[src/rtl/twiddle_product_stage.sv]
// Multiplies each accepted complex sample by its bin twiddle W^(n*k mod N), round/scale/saturate to 16-bit {re,im}.
// Latency 3 cycles from accept edge to prod_out; no backpressure, input gaps appear as prod_valid=0.
module twiddle_product_stage #(
  parameter int N     = 64,
  parameter int BIN_W = 6,
  parameter int FRAC  = 14,
  parameter int SCALE = 0
) (
  input  logic             clk,
  input  logic             nrst,
  input  logic [31:0]      sample_in,
  input  logic             sample_valid,
  input  logic             frame_start,
  input  logic [BIN_W-1:0] bin_k,
  output logic [BIN_W-1:0] tw_addr,
  input  logic [31:0]      tw_data,
  output logic [31:0]      prod_out,
  output logic             prod_valid,
  output logic             prod_first,
  output logic             prod_last,
  output logic             overrun
);

  typedef struct packed {
    logic signed [15:0] re;
    logic signed [15:0] im;
  } cplx_t;

  typedef struct packed {
    logic vld;
    logic first;
    logic last;
  } meta_t;

  typedef enum logic {IDLE, RUN} state_t;

  localparam int SH = FRAC + SCALE;
  localparam logic signed [33:0] RND = 34'sd1 <<< (SH - 1);

  state_t           state_q, state_d;
  logic [BIN_W-1:0] k_q, phase_q, n_q;
  logic             start_acc, run_acc, drop, is_last;

  cplx_t            s0_dat, s1_dat, tw;
  meta_t            m0, m1, m2;
  logic signed [31:0] p_rr, p_ii, p_ri, p_ir;
  logic signed [33:0] sum_re, sum_im, sh_re, sh_im;

  always_ff @(posedge clk or negedge nrst) begin
    if (!nrst) state_q <= IDLE;
    else       state_q <= state_d;
  end

  always_comb begin
    state_d = state_q;
    if (start_acc)    state_d = RUN;
    else if (is_last) state_d = IDLE;
  end

  // A frame_start with a valid sample restarts the frame from either state.
  always_comb begin
    start_acc = sample_valid & frame_start;
    run_acc   = 1'b0;
    drop      = 1'b0;
    case (state_q)
      IDLE: drop    = sample_valid & ~frame_start;
      RUN:  run_acc = sample_valid & ~frame_start;
      default: ;
    endcase
    is_last = run_acc && (n_q == BIN_W'(N - 1));
  end

  // E0: accept edge
  always_ff @(posedge clk or negedge nrst) begin
    if (!nrst) begin
      k_q     <= '0;
      phase_q <= '0;
      n_q     <= '0;
      tw_addr <= '0;
      s0_dat  <= '0;
      m0      <= '0;
      overrun <= 1'b0;
    end else begin
      m0 <= '{vld: start_acc | run_acc, first: start_acc, last: is_last};
      if (start_acc) begin
        k_q     <= bin_k;
        phase_q <= bin_k;
        n_q     <= BIN_W'(1);
        tw_addr <= '0;
        s0_dat  <= sample_in;
      end else if (run_acc) begin
        tw_addr <= phase_q;
        phase_q <= phase_q + k_q;
        n_q     <= n_q + BIN_W'(1);
        s0_dat  <= sample_in;
      end
      if (start_acc)  overrun <= 1'b0;
      else if (drop)  overrun <= 1'b1;
    end
  end

  assign tw = cplx_t'(tw_data);

  // E1 aligns the sample with the ROM read; E2 registers the partial products.
  always_ff @(posedge clk or negedge nrst) begin
    if (!nrst) begin
      s1_dat <= '0;
      m1     <= '0;
      m2     <= '0;
      p_rr   <= '0;
      p_ii   <= '0;
      p_ri   <= '0;
      p_ir   <= '0;
    end else begin
      s1_dat <= s0_dat;
      m1     <= m0;
      m2     <= m1;
      p_rr   <= s1_dat.re * tw.re;
      p_ii   <= s1_dat.im * tw.im;
      p_ri   <= s1_dat.re * tw.im;
      p_ir   <= s1_dat.im * tw.re;
    end
  end

  function automatic logic [15:0] sat16(input logic signed [33:0] v);
    if (v > 34'sd32767)       return 16'h7FFF;
    else if (v < -34'sd32768) return 16'h8000;
    else                      return v[15:0];
  endfunction

  always_comb begin
    sum_re = 34'(p_rr) - 34'(p_ii);
    sum_im = 34'(p_ri) + 34'(p_ir);
    sh_re  = (sum_re + RND) >>> SH;
    sh_im  = (sum_im + RND) >>> SH;
  end

  // E3: prod_out only moves on valid so it holds through gaps.
  always_ff @(posedge clk or negedge nrst) begin
    if (!nrst) begin
      prod_out   <= '0;
      prod_valid <= 1'b0;
      prod_first <= 1'b0;
      prod_last  <= 1'b0;
    end else begin
      prod_valid <= m2.vld;
      prod_first <= m2.vld & m2.first;
      prod_last  <= m2.vld & m2.last;
      if (m2.vld) prod_out <= {sat16(sh_re), sat16(sh_im)};
    end
  end

endmodule

[config.mk]
export PLATFORM = sky130hd
export DESIGN_NAME = twiddle_product_stage
export DESIGN_NICKNAME = d
export VERILOG_FILES = /design/src/rtl/twiddle_product_stage.sv
export SDC_FILE = /design/constraint.sdc
export NUM_CORES = 2
export LEC_CHECK = 0
export CORE_MARGIN = 2
export CORE_UTILIZATION = 37
export DETAILED_ROUTE_END_ITERATION = 8
export SLEW_MARGIN = 20
export SYNTH_ARGS = -nofsm -noshare
export SYNTH_HDL_FRONTEND = slang
export SYNTH_SLANG_ARGS = --single-unit
[constraint.sdc]
create_clock -name clk -period 8 [get_ports clk]
set_input_delay 2 -clock clk [delete_from_list [all_inputs] [get_ports clk]]
set_output_delay 2 -clock clk [all_outputs]
set_load 0.1 [all_outputs]
==> results.cfg <==
[synth]
syn-mean-instance-area_um2 = 9.608
yosysSeqAreaShare_pct = 12.93
synthesis.area_mm2 = 0.05071
synth_seq_cells = 262
async_flop_share_pct = 100.0
synth_cells = 5278
syn_nets = 6859
synth-edff-count = 0
yosys_warnings = 0
ys.flop_type = dfrtp_1
yosysUniqueCellTypes = 79

[final_layout]
fin_util_pct = 43.04
post_route_cells_drive_above_1_share_pct = 10.65
final_cells = 7475
final_common_cell = inv_1
final_cell_mix = 1242 x inv_1, 1045 x fa_1, 535 x nand2_1
syn2layout_area_growth_pct = 15.28
final_nets = 7248

[global_routing]
overflow = 0
antenna_found_initial = 5
grt_pass1_vias = 38610
grtUsageTotal_pct = 18.46
grt_pass1_wl_um = 206000
grt_start_max_net_pins = 115

[die]
dieArea_mm2 = 0.1400
start_util_pct = 37.34
die_h_um = 374.2
coreArea_mm2 = 0.1358
rows = 135
ios = 116
die_w_um = 374.2

[critical_path]
cpMostUsedCell = fa_1
worstSetupPathType = input port to flop
path_max_fanout = 11
max_stage_delay_ps = 550
cp_slowest_cell = fa_1
arrival_ps = 8290
startpoint_type = input port
cp.required_ps = 8520
cp-end-kind = flop
crit_chain = clkdlybuf4s50_1 > buf_12 > and2_1 > fa_1 > inv_1 > fa_1 > fa_1 > fa_1 > inv_1 > fa_1 > fa_1 > ha_1 > buf_4 > nand4_1 > a21oi_1 > a2111oi_4 > o21ai_1 > buf_4 > o21ai_1 > buf_4 > o31ai_1 > nor2_1 > xnor2_1 > buf_4

[sta]
tns_ps = 0
clock_skew_ps = 22.25
worst_slew_pin_slew_ps = 1147
hold_violations = 0
finalSetupViolCount = 0
max_freq_mhz = 128.7
relSlewSlack_pct = 23.51
finalCritPeriodShare_pct = 97.11
setup_slack_ps = 230.9
final-max-slew-violation-count = 0
finalCriticalPeriod_ps = 7769
rsz0062_at_grt = yes

[clocking]
clk_pin_slew_ps = 60
cts_made_buffers = 34
ctsRootBufferMaster = clkbuf_16
cts_buffer_depth = 3
cts_max_level = 2
clock_sinks = 262
cts_tree = built
clk_latency_ps = 590

[flow_run]
drv_cap = 0

[detailed_routing]
routed_wl_um = 123000
drt.antenna.violating_nets = 0
viasPerCell = 4.794
drt_pre_antenna_iters = 7
drcViolationCount = 0
avgRoutedWirePerCell_um = 16.46
drtIter0Drc = 1777
vias = 35830

[place]
placed_cells = 7409
portBuffers = 115
dp_worst_setup_slack_ps = -621.0
place_congestion = 0.9044
dp_hpwl_um = 102800

[hold_path]
min_path_type = flop to flop

[status]
outcome = complete, no violations
[critical path: cells and delay by family]
| kind | cells | cell delay (ps) |
|---|---|---|
| AOI/OAI and AO/OA | 5 | 1090 |
| and+or+nand+nor | 3 | 380 |
| buffers and inverters | 8 | 1300 |
| adders and majority gates | 7 | 3250 |
| xor gates and xnor gates | 1 | 240 |
[per-stage QoR]
step | hold WS (ps) | area (um2)
CTS | 348.3 | 58180
global placement | 333.5 | 57050
global route | 353.8 | 58450
finish | 343.4 | 58460
detailed placement | 336.2 | 57050
floorplan | 331.2 | 50710
[cells in the mapped netlist (3+ instances only)]
library cell,instances,area share (%)
xnor2_1,132,2.3
mux2_2,34,0.76
o21bai_1,25,0.37
o22ai_1,10,0.12
xor2_1,51,0.88
inv_1,1245,9.2
buf_2,3,0.030
nand2_1,538,4.0
a21o_1,65,0.96
a21oi_1,125,1.2
nand2b_1,37,0.46
ha_1,458,11
o211ai_1,4,0.059
o311ai_1,4,0.069
and4_1,4,0.069
o21a_1,26,0.38
clkbuf_1,208,1.5
o31ai_1,5,0.074
and3_1,15,0.19
o221ai_1,17,0.29
nand3_1,24,0.24
a22o_1,3,0.052
o21ai_1,6,0.059
o31a_1,4,0.069
or3_1,8,0.099
a22oi_1,7,0.10
o21ai_0,88,0.87
nor2_1,132,0.98
a31o_2,3,0.052
or2_2,3,0.037
a31oi_1,30,0.37
nor3_1,25,0.25
nor2b_1,14,0.17
nand3b_1,5,0.074
fa_1,1049,41
dfrtp_1,262,13
nand4_1,16,0.20
a211o_1,9,0.16
a2111oi_0,3,0.052
a211oi_1,19,0.28
a21boi_0,7,0.10
and2_1,505,6.2
[path summary, 6_finish.rpt]
kind                             start        end  slack (ps)  cells after the start
max                        tw_data[20]   p_ir[28]         230                     24
min                              m0[1]      m1[1]         340                      0
max reg2reg                 s1_dat[10]   p_ir[28]         980                     23
max in group asynchronous         nrst  s0_dat[2]        5280                      2
min in group asynchronous         nrst     k_q[1]        1430                      1
min reg2reg                      m0[1]      m1[1]         340                      0
[logic make-up (layout without fill, tap and decap cells)]
logic type	count (synthesis)	in the layout	share of synthesized area (%)
DFF	262	262	12.93
other	0	2	0
AOI/OAI and AO/OA	494	494	6.435
muxes	36	36	0.7945
adders and majority gates	1507	1507	52.71
and+or+nand+nor	1334	1334	13.11
xor gates and xnor gates	183	183	3.161
buffers and inverters	1462	1876	10.85
[final cells by class]
type,count,area (um2)
fill,13230,77350
antenna,2,5.005
sequential,262,6563
clock buffer,46,955.9
timing repair buffer,568,5017
inverter,1247,4681
clock inverter,15,176.4
multi-input combinational,3554,38830
tap,1781,2228
[flip-flops by register name (all words and copies together) (netlist names), 3 cells and up]
signal / count
k_q: 6
m0: 3
m1: 3
m2: 3
n_q: 6
p_ii: 32
p_ir: 32
p_ri: 32
p_rr: 32
phase_q: 6
prod_out: 32
s0_dat: 32
s1_dat: 32
tw_addr: 6
[routing by layer]
layer,vias to the layer above,track usage (%),routed length [um]
met3,123,3.163,7205
met1,18420,25.65,54880
met2,718,29.60,57020
li1,16570,-,-
met5,-,0,41
met4,6,5.348,3854
[repair_timing]
item                       in CTS  in global routing
setup buffers                   0                  3
resized for setup               0                 69
setup endpoints to repair       0                 31
hold buffers                    0                  0
Power is not shown: default switching activity piles up to over one toggle a cycle in this logic, so the estimate is an artifact.
